### src/rtl/spi_fsm.sv
// SPI slave transaction sequencer.
// Walks header / data phases and drives register clock enables.
module spi_fsm #(
    parameter int WIDTH = 8,
    parameter int CNT_W = 4
) (
    input  logic             clk,
    input  logic             reset,
    input  logic             cs_n,
    input  logic             sclk_pos,
    input  logic             rw_bit,
    output logic             addr_we,
    output logic             sr_we,
    output logic             dm_we,
    output logic             miso_buff,
    output logic             busy,
    output logic [2:0]       state,
    output logic [CNT_W-1:0] bit_cnt
);

    localparam logic [2:0] S_IDLE         = 3'd0;
    localparam logic [2:0] S_GET          = 3'd1;
    localparam logic [2:0] S_GOT          = 3'd2;
    localparam logic [2:0] S_READ_LOAD    = 3'd3;
    localparam logic [2:0] S_READ_SEND    = 3'd4;
    localparam logic [2:0] S_WRITE_GET    = 3'd5;
    localparam logic [2:0] S_WRITE_COMMIT = 3'd6;
    localparam logic [2:0] S_DONE         = 3'd7;

    localparam logic [CNT_W-1:0] LAST = CNT_W'(WIDTH - 1);

    logic [2:0]       state_q, state_d;
    logic [CNT_W-1:0] cnt_q, cnt_d;
    logic             last_edge;

    // Final serial edge of the current WIDTH-bit phase.
    assign last_edge = sclk_pos && (cnt_q == LAST);

    // State and bit counter registers with synchronous reset.
    always_ff @(posedge clk) begin
        if (reset) begin
            state_q <= S_IDLE;
            cnt_q   <= '0;
        end else begin
            state_q <= state_d;
            cnt_q   <= cnt_d;
        end
    end

    // Next state; chip-select release beats any simultaneous edge.
    always_comb begin
        state_d = state_q;
        cnt_d   = cnt_q;
        if (state_q != S_IDLE && cs_n) begin
            state_d = S_IDLE;
            cnt_d   = '0;
        end else begin
            case (state_q)
                S_IDLE: begin
                    if (!cs_n) begin
                        state_d = S_GET;
                        cnt_d   = '0;
                    end
                end
                S_GET: begin
                    if (last_edge) begin
                        state_d = S_GOT;
                        cnt_d   = '0;
                    end else if (sclk_pos) begin
                        cnt_d = cnt_q + 1'b1;
                    end
                end
                S_GOT: begin
                    state_d = rw_bit ? S_READ_LOAD : S_WRITE_GET;
                end
                S_READ_LOAD: begin
                    state_d = S_READ_SEND;
                end
                S_READ_SEND: begin
                    if (last_edge) begin
                        state_d = S_DONE;
                        cnt_d   = '0;
                    end else if (sclk_pos) begin
                        cnt_d = cnt_q + 1'b1;
                    end
                end
                S_WRITE_GET: begin
                    if (last_edge) begin
                        state_d = S_WRITE_COMMIT;
                        cnt_d   = '0;
                    end else if (sclk_pos) begin
                        cnt_d = cnt_q + 1'b1;
                    end
                end
                S_WRITE_COMMIT: begin
                    state_d = S_DONE;
                end
                S_DONE: begin
                    state_d = S_DONE;
                end
                default: begin
                    state_d = S_IDLE;
                    cnt_d   = '0;
                end
            endcase
        end
    end

    // Moore strobe decode of the registered state.
    always_comb begin
        addr_we   = 1'b0;
        sr_we     = 1'b0;
        dm_we     = 1'b0;
        miso_buff = 1'b0;
        case (state_q)
            S_GOT:          addr_we   = 1'b1;
            S_READ_LOAD:    sr_we     = 1'b1;
            S_READ_SEND:    miso_buff = 1'b1;
            S_WRITE_COMMIT: dm_we     = 1'b1;
            default:        ;
        endcase
    end

    assign busy    = (state_q != S_IDLE);
    assign state   = state_q;
    assign bit_cnt = cnt_q;

endmodule

### config.mk
export PLATFORM = sky130hd
export DESIGN_NAME = spi_fsm
export DESIGN_NICKNAME = d
export VERILOG_FILES = /design/src/rtl/spi_fsm.sv
export SDC_FILE = /design/constraint.sdc
export NUM_CORES = 1
export LEC_CHECK = 0
export ABC_AREA = 1
export ABC_CLOCK_PERIOD_IN_PS = 1350
export CORE_AREA = 2 2 39 41
export DETAILED_ROUTE_END_ITERATION = 7
export DIE_AREA = 0 0 41 43
export MAX_ROUTING_LAYER = met4
export PLACE_DENSITY_LB_ADDON = 0.15
export SYNTH_ARGS = -nofsm -noshare
export SYNTH_HDL_FRONTEND = slang
export SYNTH_SLANG_ARGS = --single-unit
export TNS_END_PERCENT = 30
### constraint.sdc
create_clock -name clk -period 1.35 [get_ports clk]
set_input_delay 0.27 -clock clk [delete_from_list [all_inputs] [get_ports clk]]
set_output_delay 0.27 -clock clk [all_outputs]
set_load 0.01 [all_outputs]
== Yosys cells after proc, flatten, opt, wreduce, memory -nomap -nowiden ==
Cells that the tools add are included.

* Word-level logic and storage cells: 40
* Bits in registers: 7
* Output and inout bits: 12

* Muxes and demuxes: 14
* Equality and inequality tests: 13
* Reduce and logical (&&, ||, !) cells: 10
* Add/sub/neg operators: 1

{| class="wikitable"
|+ Operators with widths
! operator !! number
|-
| 3-bit one-hot mux with 7 select lines || 1
|-
| 3-bit 2-to-1 mux || 5
|-
| 3-bit == test, second input constant || 4
|-
| 4-bit 2-to-1 mux || 3
|-
| 2-bit != test, second input constant || 4
|-
| 4-bit one-hot mux with 2 select lines || 1
|-
| 3-bit by 2-bit == test with 1-bit output, second input constant || 2
|-
| 4-bit by 1-bit adder with 4-bit output, second input constant || 1
|-
| 4-bit by 3-bit == test with 1-bit output, second input constant || 1
|-
| 1-bit 2-to-1 mux || 4
|-
| 4-bit AND reduction || 1
|-
| 2-bit OR reduction || 2
|-
| 3-bit by 1-bit == test with 1-bit output, second input constant || 1
|-
| 3-bit logical NOT || 1
|-
| 3-bit by 1-bit != test with 1-bit output, second input constant || 1
|-
| 3-bit AND reduction || 1
|-
| 3-bit nonzero test || 1
|-
| 3-bit OR reduction || 1
|-
| 1-bit logical AND || 2
|-
| 2-bit nonzero test || 1
|}

== Depth between registers and ports, before layout ==
* Word-level depth: 4
* Mapped depth: 8

== Worst setup path after synthesis ==
OpenSTA, ideal clock, no wires.

* Kind: register -> output
* Start: register state_q[1], in the netlist state[1]
* End: output port dm_we
* Stages on the path, launching flop included: 3
* Slack: 0.204 ns
* Arrival: 0.876 ns
* Required time: 1.080 ns
* Path through: dfxtp_1 -> inv_2 -> nor3_1

* Cells in the longest elaborated chain, start to end: 2

{| class="wikitable"
|+ Ends and longest elaborated chain
! item !! RTL line !! source
|-
| start, declared || 32 || <nowiki>logic [2:0] state_q, state_d;</nowiki>
|-
| start signal, assigned || 45 || <nowiki>state_q <= state_d;</nowiki>
|-
| 3-bit == test || 115 || <nowiki>case (state_q)</nowiki>
|-
| 1-bit 2-to-1 mux || 115 ||
|-
| end, declared || 14 || <nowiki>output logic dm_we,</nowiki>
|}

No other way between the ends.

== Final worst setup path ==
* Start: register state_q[0], in the netlist state[0]
* End: output port busy

* Cells in the longest elaborated chain, start to end: 1

{| class="wikitable"
|+ Ends and longest elaborated chain
! item !! RTL line !! source
|-
| 3-bit nonzero test || 124 || <nowiki>assign busy = (state_q != S_IDLE);</nowiki>
|-
| end, declared || 16 || <nowiki>output logic busy,</nowiki>
|}

No other way between the ends.

==> results.md <==
- The flow ran to the end, and the final reports show no timing, DRC or antenna violations.
- The clock buffer count from CTS is 3.
- The die is 41 microns wide.
- The number of nets with antenna violations after detailed routing is 0.
- The floorplan die area is 1760 sq um.
- The initial antenna violation count is 0.
- STA classifies the critical path endpoint as a primary output.
- The ratio of final minimum period to clock period is 97.4%.
- The mean instance size in the synthesized netlist is 6.34 sq um.
- The library cell used most frequently in the layout, excluding fill and tap cells, is nand2_1.
- The layout cell share with drive strength beyond 1 is 35.2%.
- On the final layout, the worst clock skew is 0.909 ps.
- Synthesis produced a netlist with a net count of 81.
- Including well taps, the total number of placed cells is 120.
- The finished layout holds 124 standard cells, fillers aside.
- STA classifies the critical path startpoint as a register.
- The destination of the critical timing path is busy.
- The path class of the tightest hold or removal check is register to register.
- Leaving out fill and tap cells, the most frequent cells in the layout are nand2_1 (17), buf_4 (12), nor2_1 (9), nand3_1 (9), inv_1 (9).
- Headroom to the max-slew limit came out at 87.1%.
- Entering global routing, the biggest net connects 7 pins.
- The number of buffers inserted for hold repair after clock tree synthesis is 0.
- The internal portion of total power is 0.937 mW.
- The logic depth of the worst register-to-register path is 7.
- The number of global-route vias before repair is 512.
- No sink is reached through more buffers than the 2 on the longest clock path.
- The root cell of the clock tree is clkbuf_4.
- The number of maximum-capacitance violations is 0.
- The area overhead of the layout relative to synthesis is 62.1%.
- The number of instances on the worst hold path is 3.
- The global router's overall resource usage is 17.4%.
- After detailed routing, the average wire length per cell comes to 10.1 microns.
- The core outline area is 1380 sq um.
- The critical path is of the register to primary output type.
- At the worst endpoint, the arrival time is 1050 ps.
- Dividing the detail-routed via count by the number of cells gives 4.75.
- Of all flip-flops after synthesis, the portion carrying an async set or reset was 0%.
- Setup violations remaining at the end of the flow were counted as 0.
- At the pin with the least slew margin, the transition time is 194 ps.
- The insertion delay to the later sink of the worst-skew pair is 260 ps.
- The switching power is 0.775 mW.
- The worst path in the final design needs a cycle of 1320 ps, including I/O delays and setup.
- The number of different library cells used by synthesis comes to 18.
- Input and output buffers added on the ports amount to 16.
- Summed over all layers, the global routing overflow is 0.
- The number of top-level design ports is 17.
- The part of the Yosys area used for sequential elements is 29.5%.
- The maximum fanout count along the critical path is 4.
- The post-synthesis instance total is 75.
- Routability-driven placement finished with a final weighted congestion of 0.870.
- Clock-pin slew was measured on the worst setup and hold paths at 50 ps.
- The total wire length after detailed routing is 1.25 mm.
- The number of filler instances in the final layout is 139.
- The clock share of power is 11.7%.
- The Yosys step of the flow raised 0 warnings.
- The first-pass GRT wire length is 2.06 mm.
- The cell leakage power is 0.412 nW.
- Combinational logic burns 65.1% of the power.
- The HPWL after detailed placement is 944 microns.
- The worst ir drop on vdd is 1310 uV.
- For this block, the initial DRC count from the detailed router was 12.
- Buffers added to address setup during post-CTS repair amount to 0.
- The post-layout net count is 115.
- The reg-to-reg critical path startpoint is state[0].
- Setup repair after global routing could not meet its margin everywhere.
- The remaining design rule violation count is 0.
- The count of pins over their slew limit was 0.
- The y dimension of the die is 43 microns.
- The TritonCTS sink count is 7.
- The maximum level of the CTS H-tree is 1.
- The routed layout has 589 vias.
- The diode insertion count for antenna repair is 0.
- The most used flip-flop cell after synthesis is dfxtp_1.
- The setup slack of the critical path after layout is 34.8 ps.
- The synthesized flop and latch total is 7.
- At the worst endpoint, the required time is 1080 ps.
- The count of TritonRoute iterations in the first routing pass is 5.
- The cell area that synthesis handed to floorplanning was 475 sq um.
- The areal power density over the cells is 2220 nW/um^2.
- The post-place setup slack is -160 ps.
- The TritonCTS clock tree is yes.
- The switching power as a share of total power is 45.3%.
- Tracing the worst setup path back leads to its startpoint at state[0].
- The endpoint identified for the worst register-to-register timing path is state[0].
- Setup slack on the worst reg-to-reg path comes out at 100 ps.
- Of the total power, registers draw 23.3%.
- The final number of hold-violating endpoints is 0.
- The floorplan has 14 rows.
- The number of synthesized flops with an enable pin is 0.
- Timing would allow up to 760 MHz.
- For this configuration, the core starts out at a cell density of 34.4%.
-- stage by stage --
stage               instance area (sq um)  hold WS [ps]  utilization (%)  setup TNS [ps]  power (mW)
floorplan                             475           422                -               0       0.973
global placement                      753           614             54.4            -407        1.56
detailed placement                    753           622             54.4            -504        1.56
CTS                                   758           602             54.8           -50.3        1.69
global route                          771           677             55.7           -27.2        1.85
finish                                771           625             55.7               0        1.71
-- sequential cells by signal (all words and copies together), names as in the netlist --
signal	cells
bit_cnt	4
state	3
-- metal layers --
metal  global-route usage [%]  vias to the layer above  part of all wire, %
met1                     23.9                      256                   48
met4                     10.7                        0                  2.3
met2                     22.8                       24                   43
met5                        -                        -                    0
li1                         -                      304                    -
met3                     3.14                        5                  6.5
-- worst min-delay path by stage --
stage / from / to / slack (ps)
3_3_place_gp: bit_cnt[3] / bit_cnt[3] / 610
6_report: state[0] / state[0] / 630
4_1_cts: state[0] / state[0] / 600
5_1_grt: bit_cnt[1] / bit_cnt[1] / 680
3_5_place_dp: bit_cnt[3] / bit_cnt[3] / 620
2_1_floorplan: reset / state[0] / 420
-- power groups by stage --
stage / registers (mW) / logic (mW) / clock network (mW)
after detailed placement: 0.388 / 1.18 / 0
after CTS: 0.392 / 1.09 / 0.209
after floorplan: 0.427 / 0.545 / 0
after global routing: 0.407 / 1.22 / 0.218
after global placement: 0.383 / 1.18 / 0
final: 0.398 / 1.11 / 0.200
-- critical path, stage by stage, from the launching register on --
cell	delay [ps]
dfxtp_2	340
buf_4	140
nor2_4	110
nand2_2	60
buf_2	140
-- final cells by class --
type | count | area, sq um | area share (%)
timing repair buffer | 29 | 228 | 29.5
clock buffer | 4 | 26.3 | 3.41
inverter | 14 | 52.6 | 6.82
multi-input combinational | 54 | 300 | 39.0
sequential | 7 | 144 | 18.7
tap | 16 | 20.0 | 2.60
-- repair_timing --
item	4_1_cts	5_1_grt
pin swaps	0	2
gates resized for setup	28	5
endpoints found under the setup margin	12	5
-- cell usage after synthesis, types with 2 or more instances --
master / number / area [sq um]
a21oi_1: 4 / 20.0
dfxtp_1: 7 / 140
inv_1: 9 / 33.8
inv_2: 4 / 15.0
nand2_1: 17 / 63.8
nand2_2: 3 / 18.8
nand3_1: 9 / 45.0
nand3_2: 2 / 20.0
nor2_1: 9 / 33.8
nor3_1: 3 / 15.0
-- logic make-up after synthesis --
group | share of synthesized area [%]
adders and majority gates | 2.63
buffers and inverters | 11.1
DFF | 29.5
and+or+nand+nor | 49.2
AOI/OAI and AO/OA | 7.63
Power figures use the tool's default switching activity.
